[src/rtl/keypad_encoder.sv]
// keypad_encoder: scans a 4x4 active-low matrix keypad, debounces whole scan
// frames and encodes one accepted key into a 4-bit digit code.
//   clk       : system clock, rising edge
//   rst_n     : asynchronous reset, active low
//   row_n     : raw keypad rows, active low, asynchronous (2-flop synchronised)
//   col_n     : column drive, active low, exactly one bit low
//   key_code  : code of last accepted key, held until next accept
//   key_valid : 1-cycle pulse when a new key is accepted
//   key_down  : level, accepted key currently held
//   multi_err : 1-cycle pulse when >1 key seen in a frame (IDLE/DEBOUNCE only)
module keypad_encoder #(
  parameter int SCAN_CYCLES    = 1000,
  parameter int DEBOUNCE_SCANS = 4
) (
  input  logic       clk,
  input  logic       rst_n,
  input  logic [3:0] row_n,
  output logic [3:0] col_n,
  output logic [3:0] key_code,
  output logic       key_valid,
  output logic       key_down,
  output logic       multi_err
);

  localparam int SW = $clog2(SCAN_CYCLES);
  localparam int CW = $clog2(DEBOUNCE_SCANS + 1);
  localparam logic [SW-1:0] SCAN_LAST = SW'(SCAN_CYCLES - 1);
  localparam logic [CW-1:0] DB_MAX    = CW'(DEBOUNCE_SCANS);

  typedef enum logic [1:0] {IDLE, DEBOUNCE, PRESSED, RELEASE} state_t;

  function automatic logic [3:0] key_map(input logic [1:0] r, input logic [1:0] c);
    logic [3:0] k;
    case ({r, c})
      4'b00_00: k = 4'h1;  4'b00_01: k = 4'h2;  4'b00_10: k = 4'h3;  4'b00_11: k = 4'hA;
      4'b01_00: k = 4'h4;  4'b01_01: k = 4'h5;  4'b01_10: k = 4'h6;  4'b01_11: k = 4'hB;
      4'b10_00: k = 4'h7;  4'b10_01: k = 4'h8;  4'b10_10: k = 4'h9;  4'b10_11: k = 4'hC;
      4'b11_00: k = 4'hE;  4'b11_01: k = 4'h0;  4'b11_10: k = 4'hF;  default:  k = 4'hD;
    endcase
    return k;
  endfunction

  // Frame key count only needs to distinguish 0, 1 and "2 or more".
  function automatic logic [1:0] sat_cnt(input logic [2:0] t);
    return (t >= 3'd2) ? 2'd2 : t[1:0];
  endfunction

  logic [3:0]    row_p0, row_p1;
  logic [SW-1:0] scan_cnt;
  logic [1:0]    col;
  logic [1:0]    acc_cnt;
  logic [3:0]    acc_code;
  state_t        state, state_nx;
  logic [3:0]    cand, cand_nx, code_nx;
  logic [CW-1:0] cnt, cnt_nx, cnt_inc;
  logic          valid_nx, down_nx, merr_nx;

  logic          sample, frame_end;
  logic [2:0]    hits, tot;
  logic [3:0]    hit_code, frame_code;
  logic          f_none, f_one, f_multi;

  assign col_n = ~(4'b0001 << col);

  // Stage p0/p1: row synchroniser
  always_ff @(posedge clk or negedge rst_n) begin
    if (!rst_n) begin
      row_p0 <= 4'b1111;
      row_p1 <= 4'b1111;
    end else begin
      row_p0 <= row_n;
      row_p1 <= row_p0;
    end
  end

  assign sample    = (scan_cnt == SCAN_LAST);
  assign frame_end = sample && (col == 2'd3);

  always_comb begin
    hits     = 3'd0;
    hit_code = 4'h0;
    for (int r = 0; r < 4; r++) begin
      if (!row_p1[r]) begin
        hits     = hits + 3'd1;
        hit_code = key_map(2'(r), col);
      end
    end
  end

  // Combine this column with the earlier columns of the same frame.
  assign tot        = {1'b0, acc_cnt} + hits;
  assign frame_code = (acc_cnt != 2'd0) ? acc_code : hit_code;
  assign f_none     = (tot == 3'd0);
  assign f_one      = (tot == 3'd1);
  assign f_multi    = (tot >= 3'd2);

  always_ff @(posedge clk or negedge rst_n) begin
    if (!rst_n) begin
      scan_cnt <= '0;
      col      <= 2'd0;
      acc_cnt  <= 2'd0;
      acc_code <= 4'h0;
    end else begin
      if (sample) begin
        scan_cnt <= '0;
        col      <= col + 2'd1;
        if (frame_end) begin
          acc_cnt  <= 2'd0;
          acc_code <= 4'h0;
        end else begin
          acc_cnt  <= sat_cnt(tot);
          acc_code <= frame_code;
        end
      end else begin
        scan_cnt <= scan_cnt + 1'b1;
      end
    end
  end

  // Stage FSM: state and registered outputs
  always_ff @(posedge clk or negedge rst_n) begin
    if (!rst_n) begin
      state     <= IDLE;
      cand      <= 4'h0;
      cnt       <= '0;
      key_code  <= 4'h0;
      key_valid <= 1'b0;
      key_down  <= 1'b0;
      multi_err <= 1'b0;
    end else begin
      state     <= state_nx;
      cand      <= cand_nx;
      cnt       <= cnt_nx;
      key_code  <= code_nx;
      key_valid <= valid_nx;
      key_down  <= down_nx;
      multi_err <= merr_nx;
    end
  end

  assign cnt_inc = cnt + 1'b1;

  always_comb begin
    state_nx = state;
    cand_nx  = cand;
    cnt_nx   = cnt;
    code_nx  = key_code;
    down_nx  = key_down;
    valid_nx = 1'b0;
    merr_nx  = 1'b0;
    if (frame_end) begin
      case (state)
        IDLE: begin
          if (f_one) begin
            cand_nx = frame_code;
            if (DEBOUNCE_SCANS == 1) begin
              code_nx  = frame_code;
              valid_nx = 1'b1;
              down_nx  = 1'b1;
              cnt_nx   = '0;
              state_nx = PRESSED;
            end else begin
              cnt_nx   = CW'(1);
              state_nx = DEBOUNCE;
            end
          end else if (f_multi) begin
            merr_nx = 1'b1;
          end
        end
        DEBOUNCE: begin
          if (f_one && (frame_code == cand)) begin
            if (cnt_inc == DB_MAX) begin
              code_nx  = cand;
              valid_nx = 1'b1;
              down_nx  = 1'b1;
              cnt_nx   = '0;
              state_nx = PRESSED;
            end else begin
              cnt_nx = cnt_inc;
            end
          end else begin
            merr_nx  = f_multi;
            cnt_nx   = '0;
            state_nx = IDLE;
          end
        end
        PRESSED: begin
          if (f_none) begin
            if (DEBOUNCE_SCANS == 1) begin
              down_nx  = 1'b0;
              cnt_nx   = '0;
              state_nx = IDLE;
            end else begin
              cnt_nx   = CW'(1);
              state_nx = RELEASE;
            end
          end
        end
        default: begin
          if (f_none) begin
            if (cnt_inc == DB_MAX) begin
              down_nx  = 1'b0;
              cnt_nx   = '0;
              state_nx = IDLE;
            end else begin
              cnt_nx = cnt_inc;
            end
          end else begin
            // Bounce during release: the held key is still the same press.
            cnt_nx   = '0;
            state_nx = PRESSED;
          end
        end
      endcase
    end
  end

endmodule

[config.mk]
export PLATFORM = sky130hd
export DESIGN_NAME = keypad_encoder
export DESIGN_NICKNAME = d
export VERILOG_FILES = /design/src/rtl/keypad_encoder.sv
export SDC_FILE = /design/constraint.sdc
export NUM_CORES = 1
export LEC_CHECK = 0
export CORE_MARGIN = 10
export CORE_UTILIZATION = 35
export DETAILED_ROUTE_END_ITERATION = 7
export PLACE_DENSITY = 0.51
export RECOVER_POWER = 25
export SLEW_MARGIN = 20
export SYNTH_ARGS = -nofsm -noshare
export SYNTH_HDL_FRONTEND = slang
export SYNTH_SLANG_ARGS = --single-unit
[constraint.sdc]
create_clock -name clk -period 4.6 [get_ports clk]
set_input_delay 0.92 -clock clk [delete_from_list [all_inputs] [get_ports clk]]
set_output_delay 0.92 -clock clk [all_outputs]
set_load 0.1 [all_outputs]
==> results of run 1 <==
-- worst register-to-register path: stages (launching register included) --
cell     delay [ns]
dfstp_2        0.59
inv_1          0.07
ha_1           0.30
xnor2_1        0.26
ha_1           0.27
mux2_2         0.28
fa_1           0.39
xnor3_1        0.41
or3b_4         0.47
nor4_4         0.16
and4b_4        0.32
nand2_4        0.10
mux2_4         0.31
-- path summary, 6_finish.rpt --
path / end / startpoint / cells after the start
min in group asynchronous: col[0] / rst_n / 1
worst max-delay path: key_code[3] / row_p1[1] / 12
worst max register to register: key_code[3] / row_p1[1] / 12
max in group asynchronous: cand[1] / rst_n / 1
worst min-delay path: row_p1[3] / row_p0[3] / 0
worst min register to register: row_p1[3] / row_p0[3] / 0
-- cells in the mapped netlist (3+ instances only) --
cell type | n | area, µm²
a21oi_1 | 8 | 40.04
a22o_1 | 5 | 43.79
a31oi_1 | 5 | 31.28
clkbuf_1 | 4 | 15.01
dfrtp_1 | 34 | 850.8
dfstp_2 | 8 | 210.2
ha_1 | 17 | 212.7
inv_1 | 16 | 60.06
mux2_2 | 3 | 33.78
mux2_4 | 4 | 60.06
nand2_1 | 14 | 52.55
nand2b_1 | 5 | 31.28
nand3_1 | 5 | 25.02
nor2_1 | 22 | 82.58
nor2b_1 | 4 | 25.02
nor3_1 | 4 | 20.02
o21ai_0 | 12 | 60.06
o21bai_1 | 3 | 22.52
xnor2_1 | 6 | 52.55
xor2_1 | 5 | 43.79
-- logic make-up (layout without fill, tap and decap cells) --
group                      Yosys count  in the layout
AOI/OAI and AO/OA                   52             52
and+or+nand+nor                     76             76
adders and majority gates           18             18
DFF                                 42             42
xor gates and xnor gates            12             12
muxes                               10             10
buffers and inverters               23             41
-- registers in the layout, indices dropped and copies added, names as in the netlist --
register   count
row_p1         4
key_code       4
key_valid      1
acc_code       4
multi_err      1
key_down       1
col            2
state          2
row_p0         4
scan_cnt      10
acc_cnt        2
cnt            3
cand           4
-- stage by stage --
| step | power [µW] | instances | instance area, µm² | hold WS (ns) | worst slack [ns] |
|---|---|---|---|---|---|
| 2_1_floorplan | 419.6 | 233 | 2435 | 0.3452 | 0.8003 |
| 3_3_place_gp | 438.9 | 339 | 2685 | 0.3460 | 0.6786 |
| 3_5_place_dp | 439.2 | 339 | 2685 | 0.3468 | 0.5716 |
| 4_1_cts | 696.6 | 347 | 2780 | 0.3593 | 0.5435 |
| 5_1_grt | 715.7 | 347 | 2779 | 0.3619 | 0.3423 |
| 6_report | 680.7 | 347 | 2779 | 0.3582 | 0.5617 |
-- final cells by class --
class | instances | area share (%)
clock inverters | 2 | 0.4502
inverters | 17 | 2.296
clock buffers | 6 | 2.972
repair buffers | 16 | 5.538
well taps | 96 | 4.322
multi-input cells | 168 | 46.24
flip-flops and latches | 42 | 38.18
-- placed cells by master, fill, tap and decap left out, drive strengths merged, types with 2 or more instances in the layout --
| cell type | netlist | routed |
|---|---|---|
| a211o | 2 | 2 |
| a21oi | 8 | 8 |
| a22o | 5 | 5 |
| a31oi | 5 | 5 |
| and2 | 2 | 2 |
| clkbuf | 4 | 7 |
| clkdlybuf4s50 | 0 | 11 |
| dfrtp | 34 | 34 |
| dfstp | 8 | 8 |
| dlygate4sd3 | 0 | 4 |
| ha | 17 | 17 |
| inv | 17 | 17 |
| mux2 | 8 | 8 |
| mux2i | 2 | 2 |
| nand2 | 15 | 15 |
| nand2b | 5 | 5 |
| nand3 | 5 | 5 |
| nor2 | 22 | 22 |
| nor2b | 4 | 4 |
| nor3 | 5 | 5 |
| nor4 | 3 | 3 |
| o21ai | 13 | 13 |
| o21bai | 3 | 3 |
| o31ai | 2 | 2 |
| or2 | 4 | 4 |
| or3 | 2 | 2 |
| or3b | 2 | 2 |
| xnor2 | 6 | 6 |
| xor2 | 5 | 5 |
-- routing by layer --
layer | share of wire (%) | up-vias
li1 | - | 852
met1 | 49 | 792
met2 | 46 | 22
met3 | 2.9 | 8
met4 | 1.6 | 0
met5 | 0 | -
-- where the power goes --
| group | leakage (µW) | internal (µW) | switching, µW | total, µW |
|---|---|---|---|---|
| Sequential | 0.000545 | 375 | 4.54 | 380 |
| Clock | 0.0000472 | 121 | 129 | 250 |
| Combinational | 0.000651 | 21.2 | 30.0 | 51.2 |
==> run metrics, run 1 <==
n_diodes=0; Post-CTS Repair Setup Buffers=0; global-route wire length before repair=8714 µm; minimum clock period=4.038 ns; setup TNS=0 ns; number of clock sinks=42; area of the multi-input gates=1285 µm²; WL final=4869 µm; gr busiest metal=met2; Critical Path AT=4.22 ns; synth unique cells=60; gpl congestion=0.7933; Starting Density=35.84%; Die H=103.4 µm; Post-synth EDFFs=0; share of synthesized cell area in and, or, nand and nor gates=17.83%; Antenna Nets Post-Route=0; FP Rows=30; worst path required time=4.79 ns; Hold-fix buffers, CTS=0; CP endpoint kind=flip-flop; syn_nets=257; max cap viols=1; synthesized cell area=2435 µm²; Routed WL per cell=14.03 µm; crit path cell chain=inv_1 > ha_1 > xnor2_1 > ha_1 > mux2_2 > fa_1 > xnor3_1 > or3b_4 > nor4_4 > and4b_4 > nand2_4 > mux2_4; final period utilization=87.79%; Critical path buffers and inverters=1; unrepaired setup endpoints after global routing=false; Final nets=274; vias in the first global route=1785; status=finished with violations; Die X=103.4 µm; maximum vdd drop=0.1188 mV; cell count after synthesis=233; clk_lat worst skew=0.30 ns; mux contribution to synthesized area=5.139%; clock buffer depth=2; remaining global-route overflow=0; fillers=669; Synth warnings=0; full die area=10690 µm²; Core ar.=6794 µm²; Tot GR Track Use=10.40%; post-synthesis register bit count=42; # H-tree levels=2; Post-synth ARST share=100.0%; setup violators final=0; post_cts resized=0; GR Layer Usage met3=2.193%; relative slew slack=-50.68%; Worst Setup Start Kind=flip-flop; share of layout cells above drive strength 1=13.55%; Finished Core Util=40.90%; GRT met2 Usage=16.57%; complex-gate fraction of the synthesized area=15.36%; slowest stage delay, CP=0.59 ns; area grow syn2layout=14.13%; post-synthesis sequential area ratio=43.58%; static leakage=0.001243 µW; routed vias/inst=4.824; final hold vios=0; IO Pins=17; met1 Usage GRT=13.42%; CTS Buf Count=5; drt first pass iters=4; Power Density=245.0 nW/µm²; max-slew violation count=43; fmax=0.2476 GHz; Synth Flop Type=dfrtp_1; Syn Area/Cell=10.45 µm²; CTS tree=built; Synth Area in Adders=9.558%; Tightest Hold Check Type=reg -> reg; clk slew on worst S/H paths=0.08 ns; DRT iter0 DRCs=60; Worst Tran Pin Value=2.260 ns; FF+latch area=1061 µm²; Port Buffer Count=16; most frequent CP cell=ha_1; skew final=0.005299 ns; slowest cell on the critical path=dfstp_2; total number of vias=1674; # DRC=0; Critical Path Fanout Max=7; FF-to-FF setup slack=0.56 ns; largest net degree at the start of global routing=43; Post-DP HPWL=3655 µm; failing checks=capacitance limit, slew limit; CP Class=reg -> reg; largest family of logic cells by synthesized area=simple AND/OR/NAND/NOR gates; xor and xnor area share after synthesis=4.882%; Clock Root Buffer=clkbuf_8; critical path's top delay family=simple AND/OR/NAND/NOR gates; antenna violations before repair=0
No activity file was read; power rests on OpenSTA's default activity.
==> run 2: changes to the inputs <==
--- a/constraint.sdc
+++ b/constraint.sdc
@@ -3,2 +3,2 @@
 set_output_delay 0.92 -clock clk [all_outputs]
-set_load 0.1 [all_outputs]
+set_load 0.02 [all_outputs]
==> results of run 2 <==
Final layout, timing and power as in run 1 (identical DEF).
==> run 3: changes to the inputs <==
- MAX_ROUTING_LAYER: not set -> met4
==> run 3 against run 2 <==
  * The flow still finishes with violations (capacitance limit, slew limit)
  * Register-to-register slack hardly changed
  * Global-route usage is 0.29 points higher
  * Core utilization stayed put
  * Fmax about the same
  * Combinational power is essentially flat
  * Power is 0.20% lower
  * Worst setup slack better by 0.00058 ns
  * Flip-flop and latch count unchanged
  * Largest power group unchanged
==> run metrics, run 3 (same netlist as run 1, synthesis figures left out) <==
CTS Buf Count=5; Tot GR Track Use=10.69%; HP Start=row_p0[3]; Starting Density=35.84%; Antenna Nets Post-Route=0; failing checks=capacitance limit, slew limit; most frequent cells in the layout=dfrtp_1, nor2_1, ha_1, inv_1, nand2_1; relative slew slack=-50.98%; Critical Path Fanout Max=7; FP Rows=30; vias in the first global route=1785; antenna violations before repair=0; Worst Setup Start Kind=flip-flop; max FFs per register=10; skew final=0.005261 ns; post-place setup slack=0.5716 ns; # H-tree levels=2; DRT iter0 DRCs=61; number of clock sinks=42; Critical path buffers and inverters=1; routed vias/inst=4.818; fmax=0.2477 GHz; remaining global-route overflow=0; area grow syn2layout=14.13%; slowest cell on the critical path=dfstp_2; PnR Total Power=679.4 µW; Tightest Hold Check Type=reg -> reg; most frequent CP cell=ha_1; Final nets=274; most common cell after layout, fill and taps aside=dfrtp_1; status=finished with violations; RR Endpoint=key_code[3]; critical path's top delay family=simple AND/OR/NAND/NOR gates; CP Class=reg -> reg; clock buffer depth=2; setup TNS=0 ns; CP endpoint kind=flip-flop; crit path cell chain=inv_1 > ha_1 > xnor2_1 > ha_1 > mux2_2 > fa_1 > xnor3_1 > or3b_4 > nor4_4 > and4b_4 > nand2_4 > mux2_4; Core ar.=6794 µm²; post_cts resized=0; final period utilization=87.78%; setup violators final=0; largest net degree at the start of global routing=43; full die area=10690 µm²; FF-to-FF setup slack=0.56 ns; unrepaired setup endpoints after global routing=false; max cap viols=1; Die H=103.4 µm; global-route wire length before repair=8714 µm; clk_lat worst skew=0.30 ns; Worst Hold Depth=0; drt first pass iters=4; Routed WL per cell=14.03 µm; minimum clock period=4.038 ns; slowest stage delay, CP=0.59 ns; setup ws final=0.5622 ns; Worst Tran Pin Value=2.265 ns; Post-Layout Cell Count=347; Post-CTS Repair Setup Buffers=0; Die X=103.4 µm; IO Pins=17; worst path required time=4.79 ns; max-slew violation count=43; n_diodes=0; Clock Root Buffer=clkbuf_8; total number of vias=1672; Post-DP HPWL=3655 µm; # DRC=0; Hold-fix buffers, CTS=0; placed cell count=339; CTS tree=built; worst r2r src=row_p1[1]; gpl congestion=0.8045; WL final=4870 µm; worst-case reg-to-reg path depth=12; Port Buffer Count=16; Critical Path AT=4.22 ns; Power Density=244.5 nW/µm²; largest register by flop count=scan_cnt; Hold Path End=row_p1[3]; share of layout cells above drive strength 1=13.55%; static leakage=0.001243 µW; final hold vios=0; clk slew on worst S/H paths=0.08 ns; maximum vdd drop=0.1172 mV
[run 3: cell counts in the layout (fill, tap and decap cells not counted)]
Identical to the previous run, type by type.
[run 3: area by class of cell]
type                            instances  area, µm²
Sequential cell                        42       1061
Fill cell                             669       4015
Multi-Input combinational cell        168       1285
Clock buffer                            6      82.58
Timing Repair Buffer                   16      153.9
Inverter                               17      63.81
Tap cell                               96      120.1
Clock inverter                          2      12.51
[run 3: worst max-delay path by stage]
stage          startpoint     endpoint  slack (ns)  depth (start not counted)
2_1_floorplan   row_p1[1]  key_code[0]        0.80                         12
5_1_grt         row_p1[1]  key_code[3]        0.34                         12
3_3_place_gp    row_p1[1]  key_code[0]        0.68                         12
6_report        row_p1[1]  key_code[3]        0.56                         12
4_1_cts         row_p1[1]  key_code[3]        0.54                         12
3_5_place_dp    row_p1[1]  key_code[3]        0.57                         12
[run 3: report_power, final]
| part | total (µW) | internal (µW) | switching [µW] |
|---|---|---|---|
| clock network | 248 | 121 | 128 |
| registers | 380 | 375 | 4.54 |
| logic | 51.2 | 21.2 | 30.0 |
| total | 679 | 517 | 162 |
[run 3: worst reg2reg max path, delay by kind of cell (launching register included)]
family        cells  cell delay, ns
simple gates      4            1.05
fa+ha+maj         3            0.96
xor+xnor          2            0.67
mux               2            0.59
flops             1            0.59
buf+inv           1            0.07
[run 3: per-layer routing]
| metal | GRT usage, % | up-vias | part of all wire, % |
|---|---|---|---|
| li1 | - | 852 | - |
| met1 | 13.42 | 790 | 49 |
| met2 | 16.57 | 22 | 46 |
| met3 | 2.193 | 8 | 2.9 |
| met4 | 4.171 | 0 | 1.6 |
| met5 | - | - | 0 |
[run 3: through the flow]
step | hold slack, ns | utilization, % | cell area [µm²]
after floorplan | 0.3452 | - | 2435
after global placement | 0.3460 | 39.52 | 2685
after detailed placement | 0.3468 | 39.52 | 2685
after CTS | 0.3593 | 40.92 | 2780
after global routing | 0.3619 | 40.90 | 2779
final | 0.3582 | 40.90 | 2779
